<file path="src/rtl/codec_serializer.sv">
// I2S transmitter for a mono 16-bit stream: divides clk down to BCLK, frames
// each sample into left and right slots, and buffers one sample ahead.
module codec_serializer #(
    parameter int HALF_BCLK_CLKS = 8,
    parameter int SLOT_BITS      = 32
) (
    input  logic        clk,
    input  logic        reset,
    input  logic [15:0] sample,
    input  logic        sample_valid,
    output logic        sink_ready,
    output logic        aud_bclk,
    output logic        aud_daclrck,
    output logic        aud_dacdat,
    output logic        underrun
);

    localparam int DW = (HALF_BCLK_CLKS > 1) ? $clog2(HALF_BCLK_CLKS) : 1;
    localparam int BW = $clog2(2 * SLOT_BITS);

    localparam logic [DW-1:0] DIV_LAST  = DW'(HALF_BCLK_CLKS - 1);
    localparam logic [DW-1:0] DIV_ONE   = DW'(1);
    localparam logic [BW-1:0] BIT_LAST  = BW'(2 * SLOT_BITS - 1);
    localparam logic [BW-1:0] BIT_ONE   = BW'(1);
    localparam logic [BW-1:0] SLOT_SIZE = BW'(SLOT_BITS);
    localparam logic [BW-1:0] POS_FIRST = BW'(1);
    localparam logic [BW-1:0] POS_LAST  = BW'(16);

    logic [DW-1:0] div_cnt_reg;
    logic          bclk_reg;
    logic [BW-1:0] bit_cnt_reg;
    logic          lrck_reg;
    logic          dat_reg;
    logic [15:0]   frame_reg;
    logic [15:0]   holding_reg;
    logic          full_reg;
    logic          ready_reg;
    logic          underrun_reg;

    logic          bclk_fall;
    logic          frame_load;
    logic          accept;
    logic [BW-1:0] bit_cnt_next;
    logic [BW-1:0] slot_pos;
    logic [15:0]   frame_next;
    logic [15:0]   frame_rev;
    logic          dat_next;
    logic          full_next;

    // Reverse the word so slot position p (1..16) indexes bit p-1, MSB first.
    generate
        for (genvar gi = 0; gi < 16; gi++) begin : g_rev
            assign frame_rev[gi] = frame_next[15 - gi];
        end
    endgenerate

    always_comb begin
        bclk_fall    = (div_cnt_reg == DIV_LAST) && bclk_reg;
        bit_cnt_next = (bit_cnt_reg == BIT_LAST) ? '0 : bit_cnt_reg + BIT_ONE;
        frame_load   = bclk_fall && (bit_cnt_reg == BIT_LAST);
        accept       = sample_valid && ready_reg;
        frame_next   = (frame_load && full_reg) ? holding_reg : frame_reg;
        slot_pos     = (bit_cnt_next >= SLOT_SIZE) ? bit_cnt_next - SLOT_SIZE : bit_cnt_next;
        // Position 0 is the I2S one-bit delay; tail positions pad with zeros.
        dat_next = 1'b0;
        if (slot_pos >= POS_FIRST && slot_pos <= POS_LAST) begin
            dat_next = frame_rev[4'(slot_pos - POS_FIRST)];
        end
        // A load drains the holding register before any new accept can refill it.
        full_next = full_reg;
        if (frame_load && full_reg) begin
            full_next = 1'b0;
        end else if (accept) begin
            full_next = 1'b1;
        end
    end

    always_ff @(posedge clk) begin
        if (reset) begin
            div_cnt_reg  <= '0;
            bclk_reg     <= 1'b0;
            bit_cnt_reg  <= '0;
            lrck_reg     <= 1'b0;
            dat_reg      <= 1'b0;
            frame_reg    <= '0;
            holding_reg  <= '0;
            full_reg     <= 1'b0;
            ready_reg    <= 1'b1;
            underrun_reg <= 1'b0;
        end else begin
            div_cnt_reg <= (div_cnt_reg == DIV_LAST) ? '0 : div_cnt_reg + DIV_ONE;
            if (div_cnt_reg == DIV_LAST) begin
                bclk_reg <= ~bclk_reg;
            end
            if (bclk_fall) begin
                bit_cnt_reg <= bit_cnt_next;
                lrck_reg    <= (bit_cnt_next >= SLOT_SIZE);
                dat_reg     <= dat_next;
                frame_reg   <= frame_next;
            end
            if (accept) begin
                holding_reg <= sample;
            end
            full_reg     <= full_next;
            ready_reg    <= ~full_next;
            underrun_reg <= frame_load && !full_reg;
        end
    end

    assign sink_ready  = ready_reg;
    assign aud_bclk    = bclk_reg;
    assign aud_daclrck = lrck_reg;
    assign aud_dacdat  = dat_reg;
    assign underrun    = underrun_reg;

endmodule

</file>
<file path="config.mk">
export PLATFORM = sky130hd
export DESIGN_NAME = codec_serializer
export DESIGN_NICKNAME = d
export VERILOG_FILES = /design/src/rtl/codec_serializer.sv
export SDC_FILE = /design/constraint.sdc
export NUM_CORES = 1
export LEC_CHECK = 0
export CAP_MARGIN = 20
export CORE_ASPECT_RATIO = 0.6
export CORE_MARGIN = 2
export CORE_UTILIZATION = 44
export CTS_BUF_LIST = sky130_fd_sc_hd__clkbuf_16
export DETAILED_ROUTE_END_ITERATION = 10
export DONT_BUFFER_PORTS = 1
export REMOVE_ABC_BUFFERS = 1
export SYNTH_ARGS = -nofsm -noshare
export SYNTH_HDL_FRONTEND = slang
export SYNTH_SLANG_ARGS = --single-unit
</file>
<file path="constraint.sdc">
create_clock -name clk -period 2.6 [get_ports clk]
set_input_delay 0.13 -clock clk [delete_from_list [all_inputs] [get_ports clk]]
set_output_delay 0.13 -clock clk [all_outputs]
set_load 0.1 [all_outputs]
</file>
== Yosys cells after proc, flatten, opt, wreduce, memory -nomap -nowiden ==
Index checks and enable logic that the tools add are counted.
Word-level totals
  register bits after elaboration: 47
  output and inout port bits: 5
  logic and storage cells: 38
Operators by class
  add/subtract/negate cells: 4
  $lt $le $gt $ge: 4
  eq/ne operators: 2
  muxes and demuxes: 8
  bitwise gates (word level): 2
  reductions and logical operators: 8
Operators by type and width (count)
  16-bit two-way mux: 1
  6-bit two-way mux: 2
  6-bit by 1-bit adder with 6-bit output (second input constant): 1
  6-bit equality test (second input constant): 1
  6-bit by 1-bit >= comparator with 1-bit output (second input constant): 1
  6-bit >= comparator (second input constant): 1
  6-bit by 5-bit less-or-equal comparator with 1-bit output (second input constant): 1
  1-bit logical AND: 6
  6-bit subtractor (second input constant): 1
  4-bit by 5-bit less-than comparator with 1-bit output (second input constant): 1
  1-bit binary-select mux with 4-bit select: 1
  1-bit two-way mux: 4
  4-bit by 1-bit subtractor with 4-bit output (second input constant): 1
  3-bit by 1-bit adder with 3-bit output (second input constant): 1
  3-bit equality test (second input constant): 1
  1-bit inverter: 2
  2-bit OR reduction: 1
  1-bit logical NOT: 1

== Depth between registers and ports, before layout ==
Gate-level depths: netlist of run 1.
  word-level depth: 8
  gate-level depth with buffers: 10

== Least setup slack after synthesis of run 1 ==
No wires, ideal clock.
  path type: register to register
  start point: register bit_cnt_reg[5]
  end point: register dat_reg, in the netlist aud_dacdat
  arrival: 2.329 ns
  setup slack: 0.150 ns
  cell stages (with the launch flop): 8
  buffers on the path: 2
  cells stage by stage: dfxtp_1 > buf_2 > nand4_1 > or2_4 > buf_6 > o311ai_4 > o31ai_1 > o311a_1
On the way
  cells in the longest elaborated chain, start to end: 8
RTL lines
  from (decl): line 31  | logic [BW-1:0] bit_cnt_reg;
  from (signal assigned): line 96  | bit_cnt_reg <= bit_cnt_next;
  6-bit by 1-bit adder with 6-bit output or 6-bit equality test (tied branches): line 59, 60
  6-bit two-way mux: line 59  | bit_cnt_next = (bit_cnt_reg == BIT_LAST) ? '0 : bit_cnt_reg + BIT_ONE;
  6-bit >= comparator or 6-bit subtractor (tied branches): line 63  | slot_pos = (bit_cnt_next >= SLOT_SIZE) ? bit_cnt_next - SLOT_SIZE : bit_cnt_next;
  6-bit two-way mux: line 63
  4-bit by 1-bit subtractor with 4-bit output: line 67  | dat_next = frame_rev[4'(slot_pos - POS_FIRST)];
  1-bit binary-select mux with 4-bit select: line 67
  1-bit two-way mux (not written as such): line 67
  1-bit two-way mux (*): line 66  | if (slot_pos >= POS_FIRST && slot_pos <= POS_LAST) begin
  to (signal assigned): line 98  | dat_reg <= dat_next;
  to (decl): line 33  | logic dat_reg;
Mark *: on every way between the ends. The rest lies on a longest branch, timed or not. The select of a mux whose other input is x is not followed.
A chain may end at the register's enable or synchronous reset.

== Worst setup path after layout of run 1 ==
  start point: register div_cnt_reg[0]
  end point: register dat_reg, in the netlist aud_dacdat
On the way
  cells in the longest elaborated chain, start to end: 8
RTL lines
  from (decl): line 29  | logic [DW-1:0] div_cnt_reg;
  from (signal assigned): line 91  | div_cnt_reg <= (div_cnt_reg == DIV_LAST) ? '0 : div_cnt_reg + DIV_ONE;
  3-bit equality test (*): line 58  | bclk_fall = (div_cnt_reg == DIV_LAST) && bclk_reg;
  1-bit logical AND (*): line 58
  1-bit logical AND: line 60  | frame_load = bclk_fall && (bit_cnt_reg == BIT_LAST);
  1-bit logical AND: line 62  | frame_next = (frame_load && full_reg) ? holding_reg : frame_reg;
  16-bit two-way mux: line 62
  1-bit binary-select mux with 4-bit select: line 67
  1-bit two-way mux (not written as such): line 67
  1-bit two-way mux: line 66
Marks and branches as above.

==> impl_metrics.yaml, run 1 <==
min_path:
  hold_class: "in2reg"
pwr:
  ir_drop_v: 0.000365
  power_density_mw_per_mm2: 622
  combPwrFrac_pct: 6.8
  leakage_nw: 0.949
  p_sw_share_pct: 21.5
  power.switching_mw: 0.336
  p_total_mw: 1.56
  intPower_mw: 1.22
  pwr-share-clk_pct: 45.6
  seqPwrFrac_pct: 47.7
grt:
  grt_pass1_wl_um: 7640
  grt.total_usage_pct: 17.5
  grt_pass1_vias: 1565
  grt_max_degree: 43
  antenna_found_initial: 0
  grt-ovfl-total: 0
clock_network:
  insertion_delay_ps: 280
  ctsHtreeMaxLevel: 2
  numCtsBuffers: 5
  clock-sinks: 46
  post-cts-setup-buffers: 0
  cts_tree: "done"
  root_buffer: "clkbuf_16"
  cts.clk_slew.worst_paths_ps: 60
  clk_path_buf_depth: 2
detailed_routing:
  dr.pass1.iters: 4
  routed_wl_um: 4440
  wl_per_cell_um: 13.0
  ant_nets: 0
  routed_via_density: 5.22
  drt_iter0_markers: 117
  drc: 0
  vias: 1781
logic_synthesis:
  synthSimpleGateAreaFrac_pct: 26.4
  synth_area_leader_cell: "dfxtp_1"
  syn_area_mm2: 0.00211
  synthAdderAreaFrac_pct: 2.37
  syn_avg_cell_area_um2: 8.10
  ys_top_cells_by_area: "dfxtp_1 44%, nand2_1 14%, a21oi_1 8.8%"
  netlist.area_leader.share_pct: 43.6
  synth-main-ff-cell: "dfxtp_1"
  yosys.area_share.xor_xnor_pct: 1.66
  async_reset_ff_share_pct: 0
  ys_types: 46
  ys.warnings.count: 0
  synth_seq_cells: 46
  synth-seq-area-share_pct: 43.6
  synth_compound_area_share_pct: 17.0
  synth.area.mux_share_pct: 2.84
  syn_inst: 261
  synth_edf_count: 0
  synth_top_family_by_area: "simple AND/OR/NAND/NOR gates"
setup_path:
  end_kind: "flip-flop"
  crit_fanout: 12
  cp-start-kind: "flip-flop"
  cp.required_ps: 2820
  criticalPathCategory: "reg2reg"
  cp.arrival_ps: 2440
sta:
  post-route-period-util_pct: 85.3
  timing.hold.ws_ps: 100
  slew_violations: 0
  fin_crit_ps: 2220
  rsz0062_at_grt: "false"
  maxSlewHeadroom_pct: 37.2
  tightest_slew_ps: 941
  hold_violations: 0
  setup_viol: 0
  clock.fmax_mhz: 451
  clock_skew_ps: 3.94
cells_and_area:
  antennaDiodeCount: 0
  area_delta_synth_final_pct: 18.6
  layout-drive-gt1-share_pct: 10.1
  fillCellCount: 440
  layout.nets: 300
  stdcell_count: 341
placement:
  port_buffers: 0
  hpwl_um: 3010
  place_congestion: 0.879
  placed_cells: 315
floorplan:
  core_mm2: 0.00459
  rows: 19
  die_x_um: 93.5
  die_area_mm2: 0.00539
  initial_core_util_pct: 46.1
  ioPinCount: 24
  die_y_um: 57.7
run:
  max_cap_violations: 0
status:
  status: "finished, final reports clean"
through the flow:
step	setup slack, ps	instance area (µm²)	util, %	setup TNS, ps
final	383	2510	54.7	0
after global routing	193	2510	54.7	0
after CTS	361	2510	54.7	0
after detailed placement	381	2150	46.9	0
after global placement	421	2150	46.9	0
after floorplan	-133	2000	-	-133
power groups by stage:
| stage | clock (mW) | sequential, mW | combinational [mW] |
|---|---|---|---|
| after global routing | 0.758 | 0.747 | 0.118 |
| after floorplan | 0 | 0.777 | 0.0347 |
| final | 0.711 | 0.744 | 0.105 |
| after detailed placement | 0 | 0.760 | 0.0736 |
| after global placement | 0 | 0.760 | 0.0729 |
| after CTS | 0.732 | 0.744 | 0.107 |
worst max-delay path, cell delays in order (launching register included):
cell	delay [ps]
dfxtp_1	330
ha_1	150
ha_1	310
nand4_2	190
nor2_2	280
buf_4	240
nor2_1	60
a221o_1	330
o2111ai_1	90
o311a_1	190
cells by family (layout without fill, tap and decap cells):
| group | count (synthesis) | after routing |
|---|---|---|
| buf+inv | 22 | 39 |
| xor+xnor | 4 | 4 |
| flops | 46 | 46 |
| mux | 6 | 6 |
| simple gates | 123 | 123 |
| fa+ha+maj | 4 | 4 |
| compound gates | 56 | 56 |
final cells by class:
class / instances / area (µm²) / area share (%)
Clock buffer: 5 / 125 / 4.99
Clock inverter: 3 / 43.8 / 1.75
Inverter: 3 / 11.3 / 0.449
Multi-Input combinational cell: 193 / 1060 / 42.4
Sequential cell: 46 / 921 / 36.7
Tap cell: 63 / 78.8 / 3.14
Timing Repair Buffer: 28 / 265 / 10.6
worst paths after layout:
| path | slack [ps] | endpoint | startpoint | cells after the start |
|---|---|---|---|---|
| setup / recovery | 380 | aud_dacdat$_SDFFE_PP0P_ | div_cnt_reg[0]$_SDFF_PP0_ | 9 |
| setup reg to reg | 380 | aud_dacdat$_SDFFE_PP0P_ | div_cnt_reg[0]$_SDFF_PP0_ | 9 |
| hold reg to reg | 420 | div_cnt_reg[0]$_SDFF_PP0_ | div_cnt_reg[0]$_SDFF_PP0_ | 1 |
| hold / removal | 100 | underrun$_SDFF_PP0_ | reset | 2 |
layer usage:
metal / vias up / part of all wire, % / wire length (µm) / GRT usage (%)
li1: 920 / - / - / -
met1: 824 / 55 / 2450 / 28.0
met2: 35 / 39 / 1740 / 24.2
met3: 2 / 5.4 / 239 / 4.29
met4: 0 / 0.29 / 13 / 2.52
met5: - / 0 / 0 / 0
synthesized netlist by cell type, types with 2 or more instances:
| master | instances |
|---|---|
| inv_1 | 3 |
| nor3b_1 | 2 |
| buf_2 | 2 |
| buf_4 | 4 |
| nand4_1 | 4 |
| dfxtp_1 | 46 |
| a21oi_1 | 37 |
| nor3_1 | 7 |
| or3_1 | 3 |
| and2_1 | 4 |
| xor2_1 | 3 |
| o21ai_0 | 3 |
| buf_6 | 4 |
| or4_1 | 2 |
| clkbuf_1 | 9 |
| nand3_1 | 2 |
| ha_1 | 4 |
| o21a_1 | 2 |
| nand2_1 | 78 |
| nor2_1 | 11 |
| mux2i_1 | 6 |
what timing repair did:
item / 4_1_cts / 5_1_grt
hold buffers: 18 / 0
hold endpoints to repair: 42 / 0
endpoints found under the setup margin: 0 / 0
gates resized for setup: 0 / 0
placed cells by master (no fill, tap or decap), types with 3 or more instances in the layout:
cell type / synthesis / final
xor2_1: 3 / 3
nand4_1: 4 / 4
and2_1: 4 / 4
or3_1: 3 / 3
clkbuf_16: 0 / 5
a21oi_1: 37 / 37
mux2i_1: 6 / 6
dfxtp_1: 46 / 46
buf_4: 4 / 10
dlygate4sd3_1: 0 / 17
nor3_1: 7 / 7
inv_1: 3 / 3
o21ai_0: 3 / 3
nand2_1: 78 / 78
ha_1: 4 / 4
nor2_1: 11 / 11
(Power assumes the default switching activity.)
==> run 2, diff against run 1 <==
- ABC_AREA: default -> 1
==> impl_metrics.yaml, run 2 <==
clock_network:
  ctsResizeCount: 0
  clk_path_buf_depth: 2
  insertion_delay_ps: 280
  root_buffer: "clkbuf_16"
  post-cts-setup-buffers: 0
  numCtsBuffers: 5
  clock-sinks: 46
  ctsHtreeMaxLevel: 2
  cts_hold_buf: 1
  cts.clk_slew.worst_paths_ps: 60
  cts_tree: "done"
logic_synthesis:
  synth_area_leader_cell: "dfxtp_1"
  synth_edf_count: 0
  ys_types: 24
  ys.warnings.count: 0
  ys_top_cells_by_area: "dfxtp_1 44%, nand2_1 8.3%, nor2_1 7.8%"
  syn_inst: 281
  syn_avg_cell_area_um2: 7.38
  async_reset_ff_share_pct: 0
  netlist.area_leader.share_pct: 44.4
  synth_commonest_cells: "46 x dfxtp_1, 46 x nand2_1, 43 x nor2_1"
  synth_seq_cells: 46
  synth-seq-area-share_pct: 44.4
  synth-main-ff-cell: "dfxtp_1"
  syn_area_mm2: 0.00207
cells_and_area:
  fin_area_mm2: 0.00231
  final_util_pct: 50.5
  area_delta_synth_final_pct: 11.3
  layout.nets: 307
  stdcell_count: 348
  antennaDiodeCount: 0
  final_cell_mix: "46 x nand2_1, 46 x dfxtp_1, 43 x nor2_1, 38 x inv_1, 23 x nand3_1"
  layout-drive-gt1-share_pct: 7.72
placement:
  hpwl_um: 3040
  place_ws_ps: 488
  place_congestion: 0.789
  placed_cell_area_mm2: 0.00213
  port_buffers: 0
  placed_cells: 339
setup_path:
  crit_fanout: 19
  end_kind: "flip-flop"
  cp.arrival_ps: 2370
  criticalPathCategory: "reg2reg"
  cp.required_ps: 2830
  cp-start-kind: "flip-flop"
status:
  status: "finished, final reports clean"
sta:
  slew_violations: 0
  fin_crit_ps: 2140
  tightest_slew_ps: 928
  clock_skew_ps: 5.69
  post-route-period-util_pct: 82.2
  setup_ws_ps: 462
  setup_viol: 0
  timing.hold.ws_ps: 18.7
  maxSlewHeadroom_pct: 38.1
  setup_tns_ps: 0
  clock.fmax_mhz: 468
  rsz0062_at_grt: "false"
  hold_violations: 0
pwr:
  p_sw_share_pct: 20.7
  pwr-share-clk_pct: 45.4
  p_total_mw: 1.52
  power.switching_mw: 0.315
  power_density_mw_per_mm2: 658
  leakage_nw: 1.01
  seqPwrFrac_pct: 49.1
  combPwrFrac_pct: 5.5
  intPower_mw: 1.20
  ir_drop_v: 0.000361
detailed_routing:
  drt_iter0_markers: 77
  drc: 0
  vias: 1706
  routed_wl_um: 4330
  dr.pass1.iters: 4
  ant_nets: 0
  wl_per_cell_um: 12.4
  routed_via_density: 4.90
floorplan:
  ioPinCount: 24
  die_area_mm2: 0.00530
  initial_core_util_pct: 45.4
  core_mm2: 0.00456
  rows: 19
  die_x_um: 92.6
  die_y_um: 57.2
min_path:
  hold_class: "in2reg"
run:
  max_cap_violations: 0
grt:
  grt.total_usage_pct: 17.9
  antenna_found_initial: 0
  grt_pass1_vias: 1546
  grt_max_degree: 26
  grt-ovfl-total: 0
  grt_pass1_wl_um: 7360
## run 2: power by group through the flow
stage / clock [mW] / sequential [mW] / combinational (mW)
after floorplan: 0 / 0.771 / 0.0455
after global placement: 0 / 0.761 / 0.0762
after detailed placement: 0 / 0.762 / 0.0787
after CTS: 0.705 / 0.746 / 0.0845
after global routing: 0.744 / 0.748 / 0.0963
final: 0.690 / 0.746 / 0.0832
## run 2: path summary, 6_finish.rpt
check	slack (ps)	cells after the start	to	start
worst min register to register	450	1	div_cnt_reg[0]$_SDFF_PP0_	div_cnt_reg[0]$_SDFF_PP0_
worst min-delay path	20	2	holding_reg[6]$_SDFFE_PP0P_	sample[6]
worst max-delay path	460	11	aud_dacdat$_SDFFE_PP0P_	bit_cnt_reg[0]$_SDFFE_PP0P_
worst max register to register	460	11	aud_dacdat$_SDFFE_PP0P_	bit_cnt_reg[0]$_SDFFE_PP0P_
## run 2: layer usage
metal	global-route usage [%]	vias up	part of all wire, %
met2	25.4	36	40
li1	-	918	-
met4	6.30	0	1.3
met1	26.2	745	53
met5	0	-	0
met3	4.76	7	5.3
## run 2: worst max-delay path, stage by stage (launching register included)
cell,delay (ps)
dfxtp_1,410
ha_1,290
nand3_4,140
nor2_8,290
nand3_4,270
o21ai_0,290
nor2_1,60
nor2_1,100
nand2_1,50
nand3_1,60
nand3_1,60
nand2_1,50
## run 2: final cells by class
cell class	count	area (µm²)
clock buffers	5	125
clock inverters	3	37.5
fillers	456	2260
inverters	36	135
multi-input cells	187	947
flip-flops and latches	46	921
well taps	63	78.8
repair buffers	8	62.6
## run 2: logic make-up (layout without fill, tap and decap cells)
family,Yosys count,after routing,share of synthesized area (%)
adder cells (fa/ha/maj),4,4,2.41
XOR/XNOR,3,3,1.27
AO/OA/AOI/OAI,41,41,10.6
flip-flops,46,46,44.4
AND/OR/NAND/NOR,139,139,31.4
buffers and inverters,48,52,9.90
